## config.mk

```make
export PLATFORM = sky130hd
export DESIGN_NAME = scan_seq_138
export DESIGN_NICKNAME = d
export VERILOG_FILES = /design/src/rtl/scan_seq_pkg.sv /design/src/rtl/scan_next_ch.sv /design/src/rtl/scan_seq_138.sv
export SDC_FILE = /design/constraint.sdc
export NUM_CORES = 1
export LEC_CHECK = 0
export CAP_MARGIN = 30
export CORE_UTILIZATION = 60
export CTS_BUF_LIST = sky130_fd_sc_hd__clkbuf_4
export DETAILED_ROUTE_END_ITERATION = 7
export HOLD_SLACK_MARGIN = 0.1
export MAX_ROUTING_LAYER = met4
export PLACE_DENSITY = 0.87
export SETUP_SLACK_MARGIN = 0.4
export SYNTH_ARGS = -nofsm -noshare
export SYNTH_HDL_FRONTEND = slang
export SYNTH_SLANG_ARGS = --single-unit
```

## constraint.sdc

```tcl
create_clock -name clk_i -period 5.7 [get_ports clk_i]
set_clock_uncertainty 0.05 [all_clocks]
set_input_delay 1.14 -clock clk_i [delete_from_list [all_inputs] [get_ports clk_i]]
set_output_delay 1.14 -clock clk_i [all_outputs]
set_load 0.005 [all_outputs]
```

## src/rtl/scan_seq_pkg.sv

```systemverilog
// Shared types and constants for the 3-to-8 decoder scan sequencer.
package scan_seq_pkg;

  localparam int NUM_CH = 8;

  typedef enum logic [1:0] {
    IDLE  = 2'd0,
    BLANK = 2'd1,
    DWELL = 2'd2
  } state_e;

  // Decoder enable patterns packed as {g1, g2a_n, g2b_n}.
  localparam logic [2:0] EN_ON  = 3'b100;
  localparam logic [2:0] EN_OFF = 3'b011;

endpackage

```

## src/rtl/scan_next_ch.sv

```systemverilog
// Combinational channel finder: next unmasked channel above cur_i, and lowest unmasked channel.
module scan_next_ch
  import scan_seq_pkg::*;
(
  input  logic [7:0] mask_i,
  input  logic [2:0] cur_i,
  output logic [2:0] next_o,
  output logic       found_o,
  output logic [2:0] low_o,
  output logic       any_o
);

  // Walk from the top down so the last hit is the lowest qualifying channel.
  always_comb begin
    next_o  = 3'd0;
    found_o = 1'b0;
    low_o   = 3'd0;
    any_o   = 1'b0;
    for (int i = NUM_CH - 1; i >= 0; i--) begin
      next_o  = (!mask_i[i] && (3'(i) > cur_i)) ? 3'(i) : next_o;
      found_o = (!mask_i[i] && (3'(i) > cur_i)) ? 1'b1 : found_o;
      low_o   = (!mask_i[i]) ? 3'(i) : low_o;
      any_o   = (!mask_i[i]) ? 1'b1 : any_o;
    end
  end

endmodule

```

## src/rtl/scan_seq_138.sv

```systemverilog
// Scan sequencer driving a 3-to-8 active-low decoder with break-before-make blanking.
// Optional frame counter output enabled by defining SCAN_FRAME_CNT_EN.
module scan_seq_138
  import scan_seq_pkg::*;
#(
  parameter int DWELL_W      = 8,
  parameter int BLANK_CYCLES = 1
) (
  input  logic               clk_i,
  input  logic               rst_i,
  input  logic               start_i,
  input  logic               stop_i,
  input  logic               continuous_i,
  input  logic [DWELL_W-1:0] dwell_i,
  input  logic [7:0]         mask_i,
  output logic               select_a_o,
  output logic               select_b_o,
  output logic               select_c_o,
  output logic               g1_en_o,
  output logic               g2a_en_n_o,
  output logic               g2b_en_n_o,
  output logic [2:0]         chan_o,
  output logic               busy_o,
  output logic               frame_done_o
`ifdef SCAN_FRAME_CNT_EN
  ,
  output logic [15:0]        frame_cnt_o
`endif
);

  localparam int BW    = (BLANK_CYCLES > 1) ? $clog2(BLANK_CYCLES) : 1;
  localparam int CNT_W = (DWELL_W > BW) ? DWELL_W : BW;
  localparam logic [CNT_W-1:0] BLANK_LAST = CNT_W'(BLANK_CYCLES - 1);
  localparam state_e FIRST_ST = (BLANK_CYCLES == 0) ? DWELL : BLANK;

  state_e             state_q, state_d;
  logic [2:0]         chan_q, chan_d;
  logic [CNT_W-1:0]   cnt_q, cnt_d;
  logic [DWELL_W-1:0] dwell_q, dwell_d;
  logic [7:0]         mask_q, mask_d;
  logic [2:0]         en_q, en_d;
  logic               busy_q, busy_d;
  logic               done_q, done_d;

  logic [2:0]         nxt_ch_s, low_ch_s, nc_low_s, nc_nxt_s;
  logic               nxt_found_s, low_any_s, nc_any_s, nc_found_s;
  logic [DWELL_W-1:0] dwell_eff_s;
  logic               dwell_last_s;
  logic               nc_unused_s;

  // Next channel within the latched mask; lowest channel of the live mask for start and wrap.
  scan_next_ch u_next (
    .mask_i (mask_q),
    .cur_i  (chan_q),
    .next_o (nxt_ch_s),
    .found_o(nxt_found_s),
    .low_o  (nc_low_s),
    .any_o  (nc_any_s)
  );

  scan_next_ch u_low (
    .mask_i (mask_i),
    .cur_i  (3'd0),
    .next_o (nc_nxt_s),
    .found_o(nc_found_s),
    .low_o  (low_ch_s),
    .any_o  (low_any_s)
  );

  assign nc_unused_s  = ^{nc_low_s, nc_any_s, nc_nxt_s, nc_found_s};
  assign dwell_eff_s  = (dwell_i == '0) ? DWELL_W'(1) : dwell_i;
  assign dwell_last_s = (cnt_q == (CNT_W'(dwell_q) - CNT_W'(1)));

  // Next-state logic; outputs are derived from the next state so they can be registered.
  always_comb begin
    state_d = state_q;
    chan_d  = chan_q;
    cnt_d   = cnt_q;
    dwell_d = dwell_q;
    mask_d  = mask_q;
    done_d  = 1'b0;
    if (stop_i) begin
      state_d = IDLE;
      cnt_d   = '0;
    end else begin
      case (state_q)
        IDLE: begin
          if (start_i) begin
            dwell_d = dwell_eff_s;
            mask_d  = mask_i;
            cnt_d   = '0;
            if (low_any_s) begin
              chan_d  = low_ch_s;
              state_d = FIRST_ST;
            end else begin
              done_d  = 1'b1;
            end
          end else begin
            cnt_d = '0;
          end
        end
        BLANK: begin
          if (cnt_q == BLANK_LAST) begin
            cnt_d   = '0;
            state_d = DWELL;
          end else begin
            cnt_d = cnt_q + CNT_W'(1);
          end
        end
        DWELL: begin
          if (dwell_last_s) begin
            cnt_d = '0;
            if (nxt_found_s) begin
              chan_d  = nxt_ch_s;
              state_d = FIRST_ST;
            end else begin
              done_d = 1'b1;
              if (continuous_i && low_any_s) begin
                mask_d  = mask_i;
                chan_d  = low_ch_s;
                state_d = FIRST_ST;
              end else begin
                mask_d  = continuous_i ? mask_i : mask_q;
                state_d = IDLE;
              end
            end
          end else begin
            cnt_d = cnt_q + CNT_W'(1);
          end
        end
        default: begin
          state_d = IDLE;
          cnt_d   = '0;
        end
      endcase
    end
    busy_d = (state_d != IDLE);
    en_d   = (state_d == DWELL) ? EN_ON : EN_OFF;
  end

  // State, counters and output registers.
  always_ff @(posedge clk_i or posedge rst_i) begin
    if (rst_i) begin
      state_q <= IDLE;
      chan_q  <= 3'd0;
      cnt_q   <= '0;
      dwell_q <= '0;
      mask_q  <= 8'd0;
      en_q    <= EN_OFF;
      busy_q  <= 1'b0;
      done_q  <= 1'b0;
    end else begin
      state_q <= state_d;
      chan_q  <= chan_d;
      cnt_q   <= cnt_d;
      dwell_q <= dwell_d;
      mask_q  <= mask_d;
      en_q    <= en_d;
      busy_q  <= busy_d;
      done_q  <= done_d;
    end
  end

`ifdef SCAN_FRAME_CNT_EN
  logic [15:0] frame_cnt_q;

  // Frame counter steps on the same edge that raises frame_done_o.
  always_ff @(posedge clk_i or posedge rst_i) begin
    if (rst_i) begin
      frame_cnt_q <= 16'd0;
    end else if (done_d) begin
      frame_cnt_q <= frame_cnt_q + 16'd1;
    end else begin
      frame_cnt_q <= frame_cnt_q;
    end
  end

  assign frame_cnt_o = frame_cnt_q;
`endif

  assign chan_o       = chan_q;
  assign select_a_o   = chan_q[0];
  assign select_b_o   = chan_q[1];
  assign select_c_o   = chan_q[2];
  assign g1_en_o      = en_q[2];
  assign g2a_en_n_o   = en_q[1];
  assign g2b_en_n_o   = en_q[0];
  assign busy_o       = busy_q;
  assign frame_done_o = done_q;

endmodule

```

After elaboration in Yosys (flattened, before gate mapping)
Index checks and enable logic that the tools add are counted.
Storage, ports and cells
  register bits: 34
  latch bits: 0
  bits in writable memories: 0
  bits in read-only memories: 0
  bits of input ports: 21
  output and inout port bits: 11
  word-level logic and storage cells: 118
  memories kept: 0
Cells by class
  add/subtract/negate cells: 2
  $mul: 0
  div/mod/pow operators: 0
  order comparisons: 8
  equality and inequality tests: 10
  shift operators: 0
  muxes and demuxes: 64
  bitwise gates (word level): 1
  reduce and logical (&&, ||, !) cells: 25
Operators with widths (count)
  8-bit two-way mux: 9
  3-bit two-way mux: 22
  8-bit case mux with 2 select lines: 2
  1-bit two-way mux: 23
  8-bit logical NOT: 2
  3-bit > comparator, first input constant: 4
  6-bit AND reduction: 2
  2-bit two-way mux: 5
  1-bit logical AND: 9
  8-bit by 1-bit adder with 8-bit output, second input constant: 1
  8-bit == test: 1
  1-bit logical NOT: 8
  2-bit != test, second input constant: 4
  8-bit by 1-bit subtractor with 8-bit output, second input constant: 1
  1-bit by 3-bit > comparator with 1-bit output, first input constant: 2
  2-bit by 3-bit > comparator with 1-bit output, first input constant: 2
  3-bit != test, second input constant: 2
  2-bit case mux with 3 select lines: 1
  3-bit case mux with 2 select lines: 1
  2-bit == test, second input constant: 2
  2-bit nonzero test: 2
  3-bit AND reduction: 1
  2-bit by 1-bit == test with 1-bit output, second input constant: 1
  2-bit logical NOT: 1
  2 further kinds: 2

Logic depth before layout (Yosys ltp)
Gate-level depths: netlist of the first run.
  depth in word-level cells: 16
  mapped depth: 10
  depth with buffers taken out: 9

Cells and area by module
Synthesis of the first run repeated with hierarchy kept, for this count alone.
Second synthesis, totals
  cell total of the unflattened synthesis: 255
  area total of the unflattened synthesis: 2323.5 µm²
By module, submodules not included
  scan_seq_138: instances 1, cells an instance 169, area each 1865.5 µm², seq. area each 827.0 µm²
  scan_next_ch: instances 2, cells an instance 43, area each 229.0 µm², seq. area each 0.0 µm²

Worst setup path before layout of the first run
OpenSTA, ideal clock, no wires.
  path type: input to register
  start point: input mask_i[0]
  end point: register chan_q[1] (netlist: chan_o[1])
  data arrival time: 2.390 ns
  data required time: 5.525 ns
  path slack: 3.135 ns
  stages on the path: 6
  cell sequence: nand4_1 -> nor2_1 -> nor2b_1 -> o311ai_0 -> nor2_1 -> mux2_2
Between the ends
  longest elaborated chain between the ends: 5
Ends and longest elaborated chain
  from (decl): line scan_seq_138.sv:15  | input logic [7:0] mask_i,
  3-bit two-way mux: line scan_next_ch.sv:22  | low_o = (!mask_i[i]) ? 3'(i) : low_o;
  3-bit two-way mux: line scan_seq_138.sv:118  | if (continuous_i && low_any_s) begin
  3-bit two-way mux: line scan_seq_138.sv:113  | if (nxt_found_s) begin
  3-bit two-way mux: line scan_seq_138.sv:111  | if (dwell_last_s) begin
  3-bit case mux with 2 select lines: line scan_seq_138.sv:86  | case (state_q)
  to (signal assigned): line scan_seq_138.sv:154  | chan_q <= chan_d;
  to (decl): line scan_seq_138.sv:37  | logic [2:0] chan_q, chan_d;
Several ways; a longest one is shown, not always the timed one. The select of a mux whose other input is x is not followed.
A chain may end at the register's enable or synchronous reset.

Final worst setup path of the first run
  start point: input mask_i[5]
  end point: register chan_q[1] (netlist: chan_o[1])
Between the ends
  longest elaborated chain between the ends: 10
Ends and longest elaborated chain (line)
  3-bit two-way mux
  3-bit two-way mux (3 in series): scan_next_ch.sv:22
  3-bit two-way mux
  3-bit two-way mux: scan_next_ch.sv:22
  3-bit two-way mux: scan_seq_138.sv:118
  3-bit two-way mux: scan_seq_138.sv:113
  3-bit two-way mux: scan_seq_138.sv:111
  3-bit case mux with 2 select lines: scan_seq_138.sv:86
Several ways; a longest one is shown, not always the timed one. The select of a mux whose other input is x is not followed.

==> results of run 1 <==
-- layout make-up --
cell class / instances / share of cell area
clock buffers: 6 / 0.01823
clock inverters: 2 / 0.003038
inverters: 19 / 0.02886
multi-input cells: 160 / 0.4734
flip-flops and latches: 32 / 0.3246
well taps: 46 / 0.02329
repair buffers: 32 / 0.1286
-- routing by layer --
metal,global-route usage,wire length [um]
met5,-,0
met4,0.09841,55
met3,0.06723,185
met2,0.4379,2293
met1,0.3072,1857
-- stage by stage --
step	hold slack, ns	area [sq um]	setup WS [ns]	total power [W]
global route	0.5130	2471	2.586	0.0008996
floorplan	0.4479	2116	3.135	0.0006213
global placement	0.4613	2419	2.451	0.0007106
detailed placement	0.4690	2419	2.398	0.0007216
finish	0.4868	2471	2.695	0.0008454
CTS	0.4900	2471	2.726	0.0008472
-- how the worst max path moves through the flow --
stage | start | to | slack, ns | cells after the start
2_1_floorplan | mask_i[0] | chan_o[1] | 3.14 | 6
3_3_place_gp | mask_i[5] | chan_o[1] | 2.45 | 7
3_5_place_dp | mask_i[5] | chan_o[1] | 2.40 | 7
4_1_cts | mask_i[5] | chan_o[1] | 2.73 | 7
5_1_grt | mask_i[5] | chan_o[1] | 2.59 | 7
6_report | mask_i[5] | chan_o[1] | 2.70 | 7
-- logic make-up after synthesis --
logic type	count (synthesis)	share of synthesized area
compound gates	53	0.1810
xor+xnor	14	0.05795
fa+ha+maj	7	0.04139
buf+inv	31	0.06800
flops	32	0.3791
mux	17	0.09048
simple gates	69	0.1822
-- flip-flops by register name, indices dropped and copies added (netlist names) --
| register | cells |
|---|---|
| cnt_q | 8 |
| dwell_q | 8 |
| mask_q | 7 |
| chan_o | 3 |
| en_q | 2 |
| state_q | 2 |
| busy_o | 1 |
| frame_done_o | 1 |
-- cell usage after synthesis, drive strengths merged (7+ instances only) --
cell type / instances / share of area
a21oi: 13 / 0.033
buf: 10 / 0.031
dfrtp: 31 / 0.37
ha: 7 / 0.041
inv: 18 / 0.032
mux2: 14 / 0.076
nand2: 7 / 0.012
nand3: 11 / 0.026
nor2: 21 / 0.037
nor3: 8 / 0.019
o21ai: 9 / 0.021
xor2: 10 / 0.041
-- critical path, cell delays in order --
cell	delay [ns]
clkdlybuf4s50_1	0.53
nand4_1	0.13
nor2_1	0.30
nor2b_1	0.10
o311ai_0	0.53
nor2_1	0.14
mux2_2	0.29
-- power by group through the flow --
stage / logic (W) / registers, W / clock network [W]
2_1_floorplan: 0.000280 / 0.000342 / 0
3_3_place_gp: 0.000337 / 0.000374 / 0
3_5_place_dp: 0.000346 / 0.000376 / 0
4_1_cts: 0.000348 / 0.000372 / 0.000127
5_1_grt: 0.000379 / 0.000384 / 0.000137
6_report: 0.000348 / 0.000373 / 0.000124
==> flow_metrics.tcl, run 1 <==
set metrics [dict create \
    max_freq_mhz 332.8 \
    final_layout_size_suffix_gt1_frac 0.1195 \
    hold_class "register to register" \
    yosysSeqAreaShare 0.3791 \
    seqCellArea_sq_um 802.0 \
    cp_data_required_time_ns 5.87 \
    worstPathMaxFanout 5 \
    instances_no_fill 297 \
    diodes 0 \
    seq_power_share 0.441 \
    nFillCells 294 \
    intPower_w 0.0005169 \
    gp_congestion 0.9167 \
    die_h_um 61.38 \
    pwr-share-clk 0.147 \
    core_area_sq_mm 0.003363 \
    grt_pass1_wl_um 6872 \
    rsz0062_at_grt "no" \
    min_from "dwell_q[7]" \
    syn_area_per_cell_sq_um 9.488 \
    die_width_um 61.38 \
    post_cts_buffers 0 \
    finalSetupTns_ns 0 \
    vdd_drop_max_uv 174.4 \
    syn-instance-count 223 \
    final_cell_mix "31 x dfrtp_1, 31 x clkdlybuf4s50_1, 21 x nor2_1" \
    synth_area_sq_mm 0.002116 \
    cp_data_arrival_time_ns 3.17 \
    nets 278 \
    yosys_most_used_dff "dfrtp_1" \
    synth.ff_latch_count 32 \
    cts_tree "done" \
    post-route-min-period_ns 3.005 \
    hold_viol 0 \
    grt_usage 0.2631 \
    cp-end-kind "register" \
    r2r_start "dwell_q[0]" \
    initial_utilization 0.6291 \
    path_clk_slew_ns 0.09 \
    via_count 1767 \
    grt_max_degree 33 \
    root_buffer "clkbuf_4" \
    cp-start-kind "input pin" \
    setup_viol 0 \
    area_delta_synth_final_pct 16.79 \
    r2r-end "cnt_q[4]" \
    status "finished, final reports clean" \
    std_cell_rows 21 \
    io_buffers 31 \
    io_pins 32 \
    worst_pin_slew_ns 0.6547 \
    rr_worst_depth 9 \
    multi_input_area_sq_mm 0.001170 \
    synthesis.nets 251 \
    p_sw_w 0.0003285 \
    utilization 0.7347 \
    cts_resized 0 \
    drtAntennaViolNets 0 \
    drc 0 \
    cap_violations 0 \
    synth_edf_count 0 \
    maxSlewHeadroom 0.5606 \
    grt_overflow_total 0 \
    antenna_found_initial 0 \
    finalMaxSlewViolations 0 \
    dp.final_hpwl_um 3279 \
    clkLatencyLatePin_ns 0.33 \
    min_to "dwell_q[7]" \
    wl_um 4392 \
    hold_depth 1 \
    die-area_sq_mm 0.003768 \
    clockBufferDepth 2 \
    grt_pass1_vias 1520 \
    drt-initial-drc-count 161 \
    clock-sinks 32 \
    switching_share 0.3885 \
    ctsHoldBuffers 0 \
    p_comb_frac 0.411 \
    placed_cells 289 \
    critPathKind "input pin to register" \
    synthArstFlopShare 1.000 \
    vias_per_cell 5.949 \
    cts_max_level 2 \
    final.period_utilization 0.5272 \
    p_leak_nw 1.040 \
    yosys_warnings 0 \
    dr.pass1.iters 4 \
    cts_inserted_buffers 5 \
    ys_types 52 \
    p_per_area_mw_per_mm2 342.1 \
    worst-r2r-setup-slack_ns 2.95 \
    wl_per_cell_um 14.79 \
]
Power figures use the tool's default switching activity.
==> inputs of run 2 (changes only) <==
--- a/config.mk
+++ b/config.mk
@@ -6,12 +6,12 @@
 export NUM_CORES = 1
 export LEC_CHECK = 0
 export CAP_MARGIN = 30
-export CORE_UTILIZATION = 60
+export CORE_UTILIZATION = 56
 export CTS_BUF_LIST = sky130_fd_sc_hd__clkbuf_4
 export DETAILED_ROUTE_END_ITERATION = 7
 export HOLD_SLACK_MARGIN = 0.1
 export MAX_ROUTING_LAYER = met4
-export PLACE_DENSITY = 0.87
+export PLACE_DENSITY = 0.82
 export SETUP_SLACK_MARGIN = 0.4
 export SYNTH_ARGS = -nofsm -noshare
 export SYNTH_HDL_FRONTEND = slang
==> constraint.sdc (replaced) <==
create_clock -name clk_i -period 3.1 [get_ports clk_i]
set_clock_uncertainty 0.05 [all_clocks]
set_input_delay 0.62 -clock clk_i [delete_from_list [all_inputs] [get_ports clk_i]]
set_output_delay 0.62 -clock clk_i [all_outputs]
set_load 0.005 [all_outputs]
==> flow_metrics.tcl, run 2 (synthesis results as in run 1) <==
set metrics [dict create \
    status "finished, final reports clean" \
    r2r_start "dwell_q[1]" \
    cp-endpoint "mask_q[5]" \
    path_clk_slew_ns 0.11 \
    die-area_sq_mm 0.004028 \
    area_delta_synth_final_pct 20.28 \
    grt_pass1_wl_um 7396 \
    wl_per_cell_um 14.48 \
    worst_pin_slew_ns 0.5980 \
    cts_inserted_buffers 5 \
    rsz0062_at_grt "no" \
    stdcell_area_sq_mm 0.002545 \
    cp-end-kind "register" \
    whs_ns 0.4834 \
    antenna_found_initial 0 \
    worstPathMaxFanout 8 \
    clkLatencyLatePin_ns 0.34 \
    dr.pass1.iters 4 \
    clockBufferDepth 2 \
    wl_um 4357 \
    drtAntennaViolNets 0 \
    reg_top3 "cnt_q: 8 flops, dwell_q: 8 flops, mask_q: 7 flops" \
    hold_viol 0 \
    std_cell_rows 21 \
    final_layout_size_suffix_gt1_frac 0.1490 \
    vias_per_cell 5.787 \
    post-route-min-period_ns 2.554 \
    p_per_area_mw_per_mm2 658.5 \
    clock-sinks 32 \
    place_area_sq_mm 0.002426 \
    max_freq_mhz 391.5 \
    grt_usage 0.2482 \
    gp_congestion 0.8430 \
    die_width_um 63.47 \
    cap_violations 0 \
    cts_max_level 2 \
    seq_power_share 0.407 \
    p_comb_frac 0.407 \
    core_area_sq_mm 0.003468 \
    via_count 1742 \
    grt_max_degree 33 \
    intPower_w 0.001052 \
    die_h_um 63.47 \
    root_buffer "clkbuf_4" \
    setup_viol 0 \
    utilization 0.7338 \
    p_sw_w 0.0006235 \
    crit_start "dwell_q[1]" \
    rr_worst_depth 9 \
    io_pins 32 \
    pwr-share-clk 0.186 \
    hold_class "register to register" \
    finalMaxSlewViolations 0 \
    nets 282 \
    cp-start-kind "register" \
    r2r-end "mask_q[5]" \
    p_leak_nw 1.067 \
    io_buffers 31 \
    grt_overflow_total 0 \
    initial_utilization 0.6100 \
    grt_pass1_vias 1692 \
    nFillCells 285 \
    cp_data_required_time_ns 3.29 \
    power.total_w 0.001676 \
    multi_input_area_sq_mm 0.001189 \
    cp_data_arrival_time_ns 2.74 \
    diodes 0 \
    final.period_utilization 0.8239 \
    switching_share 0.3720 \
    cts_tree "done" \
    drc 0 \
    dp.final_hpwl_um 3228 \
    drt-initial-drc-count 119 \
    critPathKind "register to register" \
    final_cell_mix "31 x clkdlybuf4s50_1, 29 x dfrtp_1, 21 x nor2_1" \
    seqCellArea_sq_um 804.5 \
    finalSetupTns_ns 0 \
    maxSlewHeadroom 0.5957 \
    worst-r2r-setup-slack_ns 0.55 \
    final_common_cell "clkdlybuf4s50_1" \
    vdd_drop_max_uv 404.7 \
]
[run 2: cell types whose count changed in the layout (fill, tap and decap cells not counted), sizes merged]
cell and delta:
buf +4, bufinv +1, clkbuf -1
[run 2: how the worst min path moves through the flow]
stage               start  slack [ns]  depth (start not counted)    endpoint
2_1_floorplan   mask_q[1]        0.45                          1   mask_q[1]
3_3_place_gp   dwell_q[7]        0.46                          1  dwell_q[7]
3_5_place_dp   dwell_q[7]        0.47                          1  dwell_q[7]
4_1_cts        dwell_q[7]        0.49                          1  dwell_q[7]
5_1_grt         mask_q[1]        0.52                          1   mask_q[1]
6_report       dwell_q[7]        0.48                          1  dwell_q[7]
[run 2: through the flow]
| stage | instances | worst slack, ns |
|---|---|---|
| floorplan | 223 | 0.6577 |
| global placement | 290 | 0.3667 |
| detailed placement | 290 | 0.2797 |
| CTS | 298 | 0.4010 |
| global route | 301 | 0.4018 |
| finish | 301 | 0.5460 |
[run 2: power groups by stage]
stage | sequential [W] | clock (W) | combinational [W]
global route | 0.000702 | 0.000336 | 0.000757
global placement | 0.000689 | 0 | 0.000621
detailed placement | 0.000691 | 0 | 0.000636
CTS | 0.000683 | 0.000317 | 0.000639
finish | 0.000682 | 0.000311 | 0.000683
floorplan | 0.000628 | 0 | 0.000514
[run 2: what timing repair did]
item | 4_1_cts | 5_1_grt
buffers inserted | 0 | 3
resized for setup | 0 | 5
hold buffers | 0 | 0
setup endpoints to repair | 0 | 13
[run 2: metal layers]
layer  track usage  share of wire
met3       0.05616          0.028
met2        0.4136           0.50
met1        0.2916           0.46
met4       0.09091          0.010
met5             -              0
[run 2: area by class of cell]
class	instances	share of cell area
Clock inverter	3	0.01475
Timing Repair Buffer	36	0.1367
Tap cell	46	0.02262
Sequential cell	32	0.3161
Clock buffer	5	0.01475
Inverter	19	0.02802
Multi-Input combinational cell	160	0.4671
[run 2: worst max-delay path, cell delays in order, from the launching register on]
cell	delay [ns]
dfrtp_2	0.42
inv_1	0.08
ha_4	0.19
o21ba_1	0.18
a221oi_2	0.28
a41oi_1	0.11
nor4_4	0.36
and4_4	0.28
o221ai_4	0.17
mux2_4	0.34
==> inputs of run 3 (changes only) <==
==> constraint.sdc (replaced) <==
create_clock -name clk_i -period 2.5 [get_ports clk_i]
set_clock_uncertainty 0.05 [all_clocks]
set_input_delay 0.5 -clock clk_i [delete_from_list [all_inputs] [get_ports clk_i]]
set_output_delay 0.5 -clock clk_i [all_outputs]
set_load 0.005 [all_outputs]
==> flow_metrics.tcl, run 3 (synthesis results as in run 1) <==
set metrics [dict create \
    die_width_um 63.47 \
    cp-start-kind "register" \
    cp_data_required_time_ns 2.67 \
    stdcell_area_sq_mm 0.002775 \
    p_sw_w 0.0008507 \
    antenna_found_initial 0 \
    cts_inserted_buffers 5 \
    cts_tree "done" \
    finalMaxSlewViolations 0 \
    intPower_w 0.001404 \
    final_cell_mix "31 x clkdlybuf4s50_1, 29 x dfrtp_1, 19 x nor2_1" \
    p_leak_nw 1.160 \
    reg_top3 "cnt_q: 8 flops, dwell_q: 8 flops, mask_q: 7 flops" \
    wl_per_cell_um 15.26 \
    instances_no_fill 315 \
    cts_max_level 2 \
    clkLatencyLatePin_ns 0.34 \
    worst_pin_slew_ns 0.5281 \
    core_area_sq_mm 0.003468 \
    p_per_area_mw_per_mm2 812.6 \
    multi_input_area_sq_mm 0.001290 \
    hold_viol 0 \
    finalSetupTns_ns 0 \
    place_area_sq_mm 0.002519 \
    drc 0 \
    die-area_sq_mm 0.004028 \
    final_layout_size_suffix_gt1_frac 0.2565 \
    utilization 0.8001 \
    diodes 0 \
    initial_utilization 0.6100 \
    setup_viol 0 \
    grt_pass1_wl_um 7596 \
    clockBufferDepth 2 \
    seq_power_share 0.374 \
    seqCellArea_sq_um 804.5 \
    vias_per_cell 5.933 \
    r2r-end "mask_q[3]" \
    post-route-min-period_ns 2.431 \
    drtAntennaViolNets 0 \
    status "finished, final reports clean" \
    grt_usage 0.2530 \
    worst-r2r-setup-slack_ns 0.07 \
    rr_worst_depth 10 \
    vdd_drop_max_uv 566.9 \
    grt_max_degree 33 \
    dr.pass1.iters 6 \
    clock-sinks 32 \
    area_delta_synth_final_pct 31.16 \
    maxSlewHeadroom 0.6424 \
    path_clk_slew_ns 0.10 \
    placed_cells 300 \
    critPathKind "register to register" \
    grt_overflow_total 0 \
    pwr-share-clk 0.168 \
    via_count 1869 \
    cp_data_arrival_time_ns 2.60 \
    dp.final_hpwl_um 3244 \
    nFillCells 224 \
    r2r_start "dwell_q[1]" \
    hold_class "input pin to asynchronous set/reset pin" \
    ctsHoldBuffers 0 \
    grt_pass1_vias 1676 \
    p_comb_frac 0.458 \
    io_buffers 31 \
    root_buffer "clkbuf_4" \
    drt-initial-drc-count 121 \
    io_pins 32 \
    max_freq_mhz 411.3 \
    worstPathMaxFanout 7 \
    rsz0062_at_grt "yes" \
    die_h_um 63.47 \
    cap_violations 0 \
    cp-end-kind "register" \
    wl_um 4806 \
    switching_share 0.3772 \
    final.period_utilization 0.9725 \
    std_cell_rows 21 \
    whs_ns 0.4827 \
    final_common_cell "clkdlybuf4s50_1" \
    gp_congestion 0.8982 \
    nets 296 \
]
==> run 3: worst max-delay path by stage <==
| stage | end | slack [ns] | depth (start not counted) | from |
|---|---|---|---|---|
| floorplan | mask_q[1] | 0.09 | 10 | dwell_q[0] |
| global placement | chan_o[1] | -0.05 | 7 | mask_i[5] |
| detailed placement | chan_o[1] | -0.11 | 7 | mask_i[5] |
| CTS | en_q[2] | 0.12 | 10 | dwell_q[1] |
| global route | mask_q[3] | 0.01 | 11 | dwell_q[1] |
| finish | mask_q[3] | 0.07 | 10 | dwell_q[1] |
==> run 3: final cells by class <==
class | count | area share
multi-input cells | 160 | 0.4648
flip-flops and latches | 32 | 0.2899
repair buffers | 50 | 0.1718
inverters | 19 | 0.02570
well taps | 46 | 0.02074
clock buffers | 5 | 0.01353
clock inverters | 3 | 0.01353
==> run 3: worst max-delay path, cell delays in order, from the launching register on <==
cell	delay, ns
dfrtp_1	0.43
buf_6	0.13
buf_6	0.11
or2_4	0.24
nor3b_2	0.18
a21oi_2	0.09
nor4_4	0.25
and4_4	0.27
o221ai_4	0.11
buf_12	0.16
mux2_4	0.29
==> run 3: routing by layer <==
layer | part of all wire | track usage | wire length, um | up-vias
li1 | - | - | - | 896
met1 | 0.43 | 0.3025 | 2047 | 884
met2 | 0.49 | 0.4136 | 2369 | 73
met3 | 0.050 | 0.04348 | 238 | 16
met4 | 0.031 | 0.1165 | 151 | 0
met5 | 0 | - | 0 | -
==> run 3: stage by stage <==
stage	worst slack [ns]	total power [W]
after detailed placement	-0.1123	0.001700
after global routing	0.01488	0.002405
after CTS	0.1208	0.002164
after global placement	-0.04890	0.001685
after floorplan	0.09469	0.001437
final	0.06865	0.002255
==> run 3: power groups by stage <==
stage	Sequential [W]	Combinational, W	Clock [W]
after floorplan	0.000779	0.000657	0
after global placement	0.000834	0.000851	0
after detailed placement	0.000835	0.000865	0
after CTS	0.000829	0.000944	0.000391
after global routing	0.000864	0.00112	0.000418
final	0.000843	0.00103	0.000378
==> run 3: what timing repair did <==
action | 4_1_cts | 5_1_grt
endpoints found under the setup margin | 23 | 28
gates resized for setup | 12 | 16
gates cloned | 0 | 0
pin swaps | 12 | 14
buffers inserted | 4 | 3
endpoints found under the hold margin | 0 | 0
